**config.mk**
```make
export PLATFORM = sky130hd
export DESIGN_NAME = reg_file_2r1w
export DESIGN_NICKNAME = d
export VERILOG_FILES = /design/src/rtl/reg_file_2r1w_pkg.sv /design/src/rtl/reg_file_2r1w_reg32_ld.sv /design/src/rtl/reg_file_2r1w.sv
export SDC_FILE = /design/constraint.sdc
export NUM_CORES = 2
export LEC_CHECK = 0
export CAP_MARGIN = 0
export CORE_UTILIZATION = 50
export CTS_BUF_LIST = sky130_fd_sc_hd__clkbuf_8
export DETAILED_ROUTE_END_ITERATION = 12
export GPL_TIMING_DRIVEN = 1
export PLACE_DENSITY_LB_ADDON = 0.05
export SETUP_SLACK_MARGIN = 0.2
export SLEW_MARGIN = 20
export SYNTH_ARGS = -nofsm -noshare
export SYNTH_HDL_FRONTEND = slang
export SYNTH_HIERARCHICAL = 1
export SYNTH_SLANG_ARGS = --single-unit
```
**constraint.sdc**
```tcl
create_clock -name CLK -period 1.7 [get_ports CLK]
set_input_delay 0.34 -clock CLK [delete_from_list [all_inputs] [get_ports CLK]]
set_output_delay 0.34 -clock CLK [all_outputs]
set_load 0.01 [all_outputs]
```
**src/rtl/reg_file_2r1w_pkg.sv**
```systemverilog
// Shared definitions for the DaVinci GPR file.
// Contents:
//   REG_DATA_WIDTH  - register/data width (32)
//   REG_INDEX_WIDTH - register index width (5)
//   NUM_OF_REG      - number of architectural registers (32)
//   REG_ZERO        - index of the hard-wired zero register
//   decode_write    - write-enable decoder, one bit per writable register
//   fwd_hit         - same-cycle write-to-read forwarding match
package reg_file_2r1w_pkg;

    localparam int REG_DATA_WIDTH  = 32;
    localparam int REG_INDEX_WIDTH = 5;
    localparam int NUM_OF_REG      = 32;
    localparam logic [REG_INDEX_WIDTH-1:0] REG_ZERO = 5'd0;

    // Bit 0 is deliberately absent: R0 has no write enable at all.
    // A write to index 0 therefore produces an all-zero vector and is dropped.
    function automatic logic [NUM_OF_REG-1:1] decode_write(
        input logic                       wr_en,
        input logic [REG_INDEX_WIDTH-1:0] idx
    );
        logic [NUM_OF_REG-1:1] oh;
        for (int j = 1; j < NUM_OF_REG; j++) begin
            if (wr_en && (idx == j[REG_INDEX_WIDTH-1:0])) begin
                oh[j] = 1'b1;
            end else begin
                oh[j] = 1'b0;
            end
        end
        return oh;
    endfunction

    // True when the write in flight this edge targets the register being read.
    // Index 0 never matches, so R0 can never be forwarded a non-zero value.
    function automatic logic fwd_hit(
        input logic                       wr_en,
        input logic [REG_INDEX_WIDTH-1:0] wr_idx,
        input logic [REG_INDEX_WIDTH-1:0] rd_idx
    );
        return wr_en && (wr_idx == rd_idx) && (rd_idx != REG_ZERO);
    endfunction

endpackage

```
**src/rtl/reg_file_2r1w_reg32_ld.sv**
```systemverilog
// reg32_ld: D-register with load enable and asynchronous active-low clear.
// Ports:
//   clk   - clock, rising edge
//   rst_n - asynchronous active-low clear (q -> 0)
//   load  - when 1 at the rising edge, q takes d; otherwise q holds
//   d     - data in
//   q     - registered data out
module reg32_ld #(
    parameter int WIDTH = 32
) (
    input  logic             clk,
    input  logic             rst_n,
    input  logic             load,
    input  logic [WIDTH-1:0] d,
    output logic [WIDTH-1:0] q
);

    logic [WIDTH-1:0] q_r;

    // Storage element: clear on reset, load on enable, otherwise hold.
    always_ff @(posedge clk or negedge rst_n) begin
        if (!rst_n) begin
            q_r <= {WIDTH{1'b0}};
        end else if (load) begin
            q_r <= d;
        end else begin
            q_r <= q_r;
        end
    end

    assign q = q_r;

endmodule

```
**src/rtl/reg_file_2r1w.sv**
```systemverilog
// reg_file_2r1w: 32x32-bit GPR file for the DaVinci datapath, two read ports
// and one write port. R0 always reads zero; a write and a read of the same
// index on the same edge returns the newly written value.
// Ports:
//   CLK      - clock, all state on rising edge
//   RST      - asynchronous active-low reset (clears GPRs and outputs)
//   READ     - capture both read ports on this edge
//   WRITE    - commit DATA_W to ADDR_W on this edge
//   ADDR_R1  - read port 1 register index
//   ADDR_R2  - read port 2 register index
//   ADDR_W   - write register index
//   DATA_W   - write data
//   DATA_R1  - read port 1 data (registered, holds when READ=0)
//   DATA_R2  - read port 2 data (registered, holds when READ=0)
//   VALID_R  - one-cycle pulse: DATA_R1/DATA_R2 were updated on the last edge
module reg_file_2r1w
    import reg_file_2r1w_pkg::*;
#(
    parameter int DATA_WIDTH = REG_DATA_WIDTH,
    parameter int ADDR_WIDTH = REG_INDEX_WIDTH
) (
    input  logic                  CLK,
    input  logic                  RST,
    input  logic                  READ,
    input  logic                  WRITE,
    input  logic [ADDR_WIDTH-1:0] ADDR_R1,
    input  logic [ADDR_WIDTH-1:0] ADDR_R2,
    input  logic [ADDR_WIDTH-1:0] ADDR_W,
    input  logic [DATA_WIDTH-1:0] DATA_W,
    output logic [DATA_WIDTH-1:0] DATA_R1,
    output logic [DATA_WIDTH-1:0] DATA_R2,
    output logic                  VALID_R
);

    logic [DATA_WIDTH-1:0] reg_q_s [NUM_OF_REG];
    logic [NUM_OF_REG-1:1] wr_onehot_s;

    logic [DATA_WIDTH-1:0] rd1_tree_s;
    logic [DATA_WIDTH-1:0] rd2_tree_s;
    logic [DATA_WIDTH-1:0] rd1_fwd_s;
    logic [DATA_WIDTH-1:0] rd2_fwd_s;
    logic [DATA_WIDTH-1:0] rd1_next_s;
    logic [DATA_WIDTH-1:0] rd2_next_s;
    logic                  valid_r;

    assign wr_onehot_s = decode_write(WRITE, ADDR_W);

    // GPR storage. R0 is a real register whose load is tied off, so it stays
    // at its reset value of zero forever.
    for (genvar i = 0; i < NUM_OF_REG; i++) begin : g_gpr
        if (i == 0) begin : g_r0
            reg32_ld #(.WIDTH(DATA_WIDTH)) u_reg (
                .clk   (CLK),
                .rst_n (RST),
                .load  (1'b0),
                .d     (DATA_W),
                .q     (reg_q_s[i])
            );
        end else begin : g_rn
            reg32_ld #(.WIDTH(DATA_WIDTH)) u_reg (
                .clk   (CLK),
                .rst_n (RST),
                .load  (wr_onehot_s[i]),
                .d     (DATA_W),
                .q     (reg_q_s[i])
            );
        end
    end

    // Read port 1: 32:1 select tree, forward mux, then zero-force for R0.
    always_comb begin
        rd1_tree_s = reg_q_s[ADDR_R1];
        if (fwd_hit(WRITE, ADDR_W, ADDR_R1)) begin
            rd1_fwd_s = DATA_W;
        end else begin
            rd1_fwd_s = rd1_tree_s;
        end
        if (ADDR_R1 == REG_ZERO) begin
            rd1_next_s = {DATA_WIDTH{1'b0}};
        end else begin
            rd1_next_s = rd1_fwd_s;
        end
    end

    // Read port 2: same structure as port 1.
    always_comb begin
        rd2_tree_s = reg_q_s[ADDR_R2];
        if (fwd_hit(WRITE, ADDR_W, ADDR_R2)) begin
            rd2_fwd_s = DATA_W;
        end else begin
            rd2_fwd_s = rd2_tree_s;
        end
        if (ADDR_R2 == REG_ZERO) begin
            rd2_next_s = {DATA_WIDTH{1'b0}};
        end else begin
            rd2_next_s = rd2_fwd_s;
        end
    end

    // Output data registers load only on READ so they hold between reads.
    reg32_ld #(.WIDTH(DATA_WIDTH)) u_out_r1 (
        .clk   (CLK),
        .rst_n (RST),
        .load  (READ),
        .d     (rd1_next_s),
        .q     (DATA_R1)
    );

    reg32_ld #(.WIDTH(DATA_WIDTH)) u_out_r2 (
        .clk   (CLK),
        .rst_n (RST),
        .load  (READ),
        .d     (rd2_next_s),
        .q     (DATA_R2)
    );

    // Valid pulse: registered copy of the read strobe.
    always_ff @(posedge CLK or negedge RST) begin
        if (!RST) begin
            valid_r <= 1'b0;
        end else begin
            valid_r <= READ;
        end
    end

    assign VALID_R = valid_r;

endmodule

```
==> qor.yml <==
status: "finished, violations left"
violations: "negative setup slack"
fin_ws_ns: -0.320
cp_cell_sequence: "buf_6"
routed_wl_um: 234000
ir_worst_vdd_uv: 779
synth_seq_area_share_pct: 42.9
die_area_mm2: 0.128
path_class: "reg -> out"
final-setup-viol-count: 107
synthFlopType: "dfrtp_1"
pwr_density_cell_mw_per_mm2: 1050
synth_top_cell_by_area: "dfrtp_1"
p_clk_share_pct: 29.1
clk_latency_ns: 0.95
rsz0062_at_grt: "yes"
synth.distinct_cells: 51
fin_setup_tns_ns: -15.23
ys_warn_count: 6
slowest_delay_ns: 0.58
drive_gt1_share_pct: 54.5
fin_nets: 5331
path_delay_family: "flip-flops"
portBuffers: 115
finalHoldViolCount: 0
worstPathMaxFanout: 2
cts_buffer_depth: 3
area_growth_pct: 25.5
cts_num_sinks: 1089
cp.arrival_ns: 1.68
syn_inst: 4222
first_pass_iters: 5
num_vias: 44000
synth_area_per_cell_um2: 15.0
maxCapViolations: 0
power.switching_uw: 24800
drc: 0
die_w_um: 358
synthesis.area_mm2: 0.0635
antenna_left: 0
max_freq_mhz: 495
synth-seq-cells: 1089
grt_pass1_vias: 45400
htreeDepth: 4
clk_pin_slew_ns: 0.06
synth_edf_count: 0
pwr-share-comb_pct: 28.6
period_minus_slack_ns: 2.02
fp.coreArea_mm2: 0.126
critPathCaptureType: "output port"
cts_root_buf: "clkbuf_8"
cts_tree: "built"
required_ns: 1.36
tightest_slew_ns: 0.797
dp_hpwl_um: 159000
wl_per_cell_um: 33.0
ff_latch_area_mm2: 0.0273
numCtsBuffers: 195
netlist_top_cells_area: "dfrtp_1, mux2_4, mux2i_1"
antenna_found_initial: 7
path_buf_inv: 1
io_pins: 116
fin_skew_ns: 0.0483
internal_power_uw: 58600
slew_headroom_pct: 46.7
async_flop_share_pct: 100
fp.dieH_um: 358
fillers: 9679
floorplan.initialDensity_pct: 50.5
seqPwrFrac_pct: 42.3
track_usage_pct: 36.3
overflow: 0
gp_congestion: 0.899
synth_top_area_share_pct: 42.9
rows: 130
final_common_cell: "dfrtp_1"
drt_iter0_drc: 4311
layout_common_cells: "dfrtp_1, mux2_4, buf_4"
hp-class: "in -> async"
synth_nets: 4273
fin_crit_sh_pct: 119
power.leakage_uw: 0.0373
grt_max_degree: 76
crit_path_start_kind: "flop"
swShare_pct: 29.8
power_uw: 83500
multi_input_area_mm2: 0.0334
grt_pass1_wl_um: 334000
slew_viol_final: 0
worst_path_max_delay_cell: "dfrtp_4"
routed_via_density: 6.22
[routing by layer]
layer / routed length, µm / part of all wire (%) / vias to the layer above / GRT usage, %
met5: 13 / 0.0056 / - / 0
met2: 104000 / 44 / 1726 / 54.3
li1: - / - / 18300 / -
met3: 16800 / 7.2 / 330 / 7.17
met4: 6110 / 2.6 / 2 / 10.1
met1: 107000 / 46 / 23700 / 53.4
[registers in the layout, summed over array words and instances, names as in the netlist]
| register | flops |
|---|---|
| u_out_r1/q | 32 |
| u_out_r2/q | 32 |
| g_gpr.g_rn.u_reg/q | 992 |
| VALID_R | 1 |
| g_gpr.g_r0.u_reg/q | 32 |
[cells in the mapped netlist, types with 2 or more instances]
cell type  count
o2111ai_1      7
nor3_1         6
o21ai_0       39
buf_6         46
xor2_1         2
a31oi_1       26
mux4_2       204
or3_1         19
or2_1          2
and2_1         2
o221ai_1       2
nor2_1        67
buf_4         36
dfrtp_1     1089
o21ai_1        2
or2_2          2
a22oi_1      258
a21oi_1       15
xnor2_1        8
a32o_1         5
o22ai_1       38
mux2_4      1020
mux2_2        88
o22a_1        19
o221a_2        5
nand4_1       27
clkbuf_1      96
nor2b_1        8
a221o_1        6
nand3_1      104
buf_2         78
a221oi_1      28
and3b_1        2
buf_1         12
buf_8          8
buf_12       106
a22o_1        36
nand2b_1       6
nand2_1       40
mux2i_1      616
o211ai_1      32
[logic make-up (layout without fill, tap and decap cells)]
| family | after synthesis | count (layout) | share of synthesized area, % |
|---|---|---|---|
| DFF | 1089 | 1089 | 42.9 |
| other | 1 | 5 | 0.00590 |
| buffers and inverters | 383 | 1584 | 6.03 |
| AOI/OAI and AO/OA | 522 | 522 | 6.09 |
| and+or+nand+nor | 289 | 289 | 2.22 |
| xor gates and xnor gates | 10 | 10 | 0.138 |
| muxes | 1928 | 1928 | 42.6 |
[timing repair]
action,CTS,global route
setup endpoints to repair,172,735
gates resized for setup,461,54
hold buffers,4,0
hold endpoints to repair,1119,0
pin swaps,109,67
gates cloned,0,4
setup buffers,60,32
[path summary, 6_finish.rpt]
kind | start | endpoint | slack (ns) | cells past startpoint
max in group asynchronous | RST | g_gpr[27].g_rn.u_reg/q[10] | 0.37 | 5
min in group CLK | ADDR_R2[3] | u_out_r2/q[17] | 0.20 | 5
hold reg to reg | u_out_r1/q[8] | u_out_r1/q[8] | 0.52 | 1
setup reg to reg | g_gpr[19].g_rn.u_reg/q[1] | u_out_r1/q[1] | -0.27 | 6
setup / recovery | u_out_r2/q[14] | DATA_R2[14] | -0.32 | 1
hold / removal | RST | g_gpr[10].g_rn.u_reg/q[21] | 0.04 | 3
[power by group through the flow]
stage	sequential (µW)	clock (µW)	combinational (µW)
6_report	35300	24300	23800
5_1_grt	35800	25800	25100
4_1_cts	35100	24700	23400
3_5_place_dp	35300	0	22600
3_3_place_gp	35300	0	22200
2_1_floorplan	34100	0	13900
[metrics by stage]
step	cell area [µm²]	cells	setup slack (ns)	hold WS [ns]	util (%)
floorplan	64100	4222	-0.329	0.0444	-
global placement	74300	6633	-1.39	0.411	59.0
detailed placement	74300	6633	-1.38	0.408	59.0
CTS	79000	7037	-0.366	0.00265	62.8
global route	79700	7076	-0.350	0.0530	63.3
finish	79700	7077	-0.320	0.0397	63.3
[layout make-up]
cell class	instances	share of cell area (%)
Multi-Input combinational cell	2750	41.9
Sequential cell	1089	34.3
Timing Repair Buffer	1243	16.6
Clock buffer	238	4.11
Tap cell	1650	2.59
Clock inverter	102	0.598
Antenna cell	4	0.0126
Inverter	1	0.00471
[worst reg2reg max path, cell delays in order (launching register included)]
cell	delay [ns]
dfrtp_1	0.40
mux2i_1	0.25
a22oi_1	0.11
nand3_1	0.12
nand4_1	0.37
a22o_1	0.35
mux2_4	0.27
No activity file was read; power rests on OpenSTA's default activity.
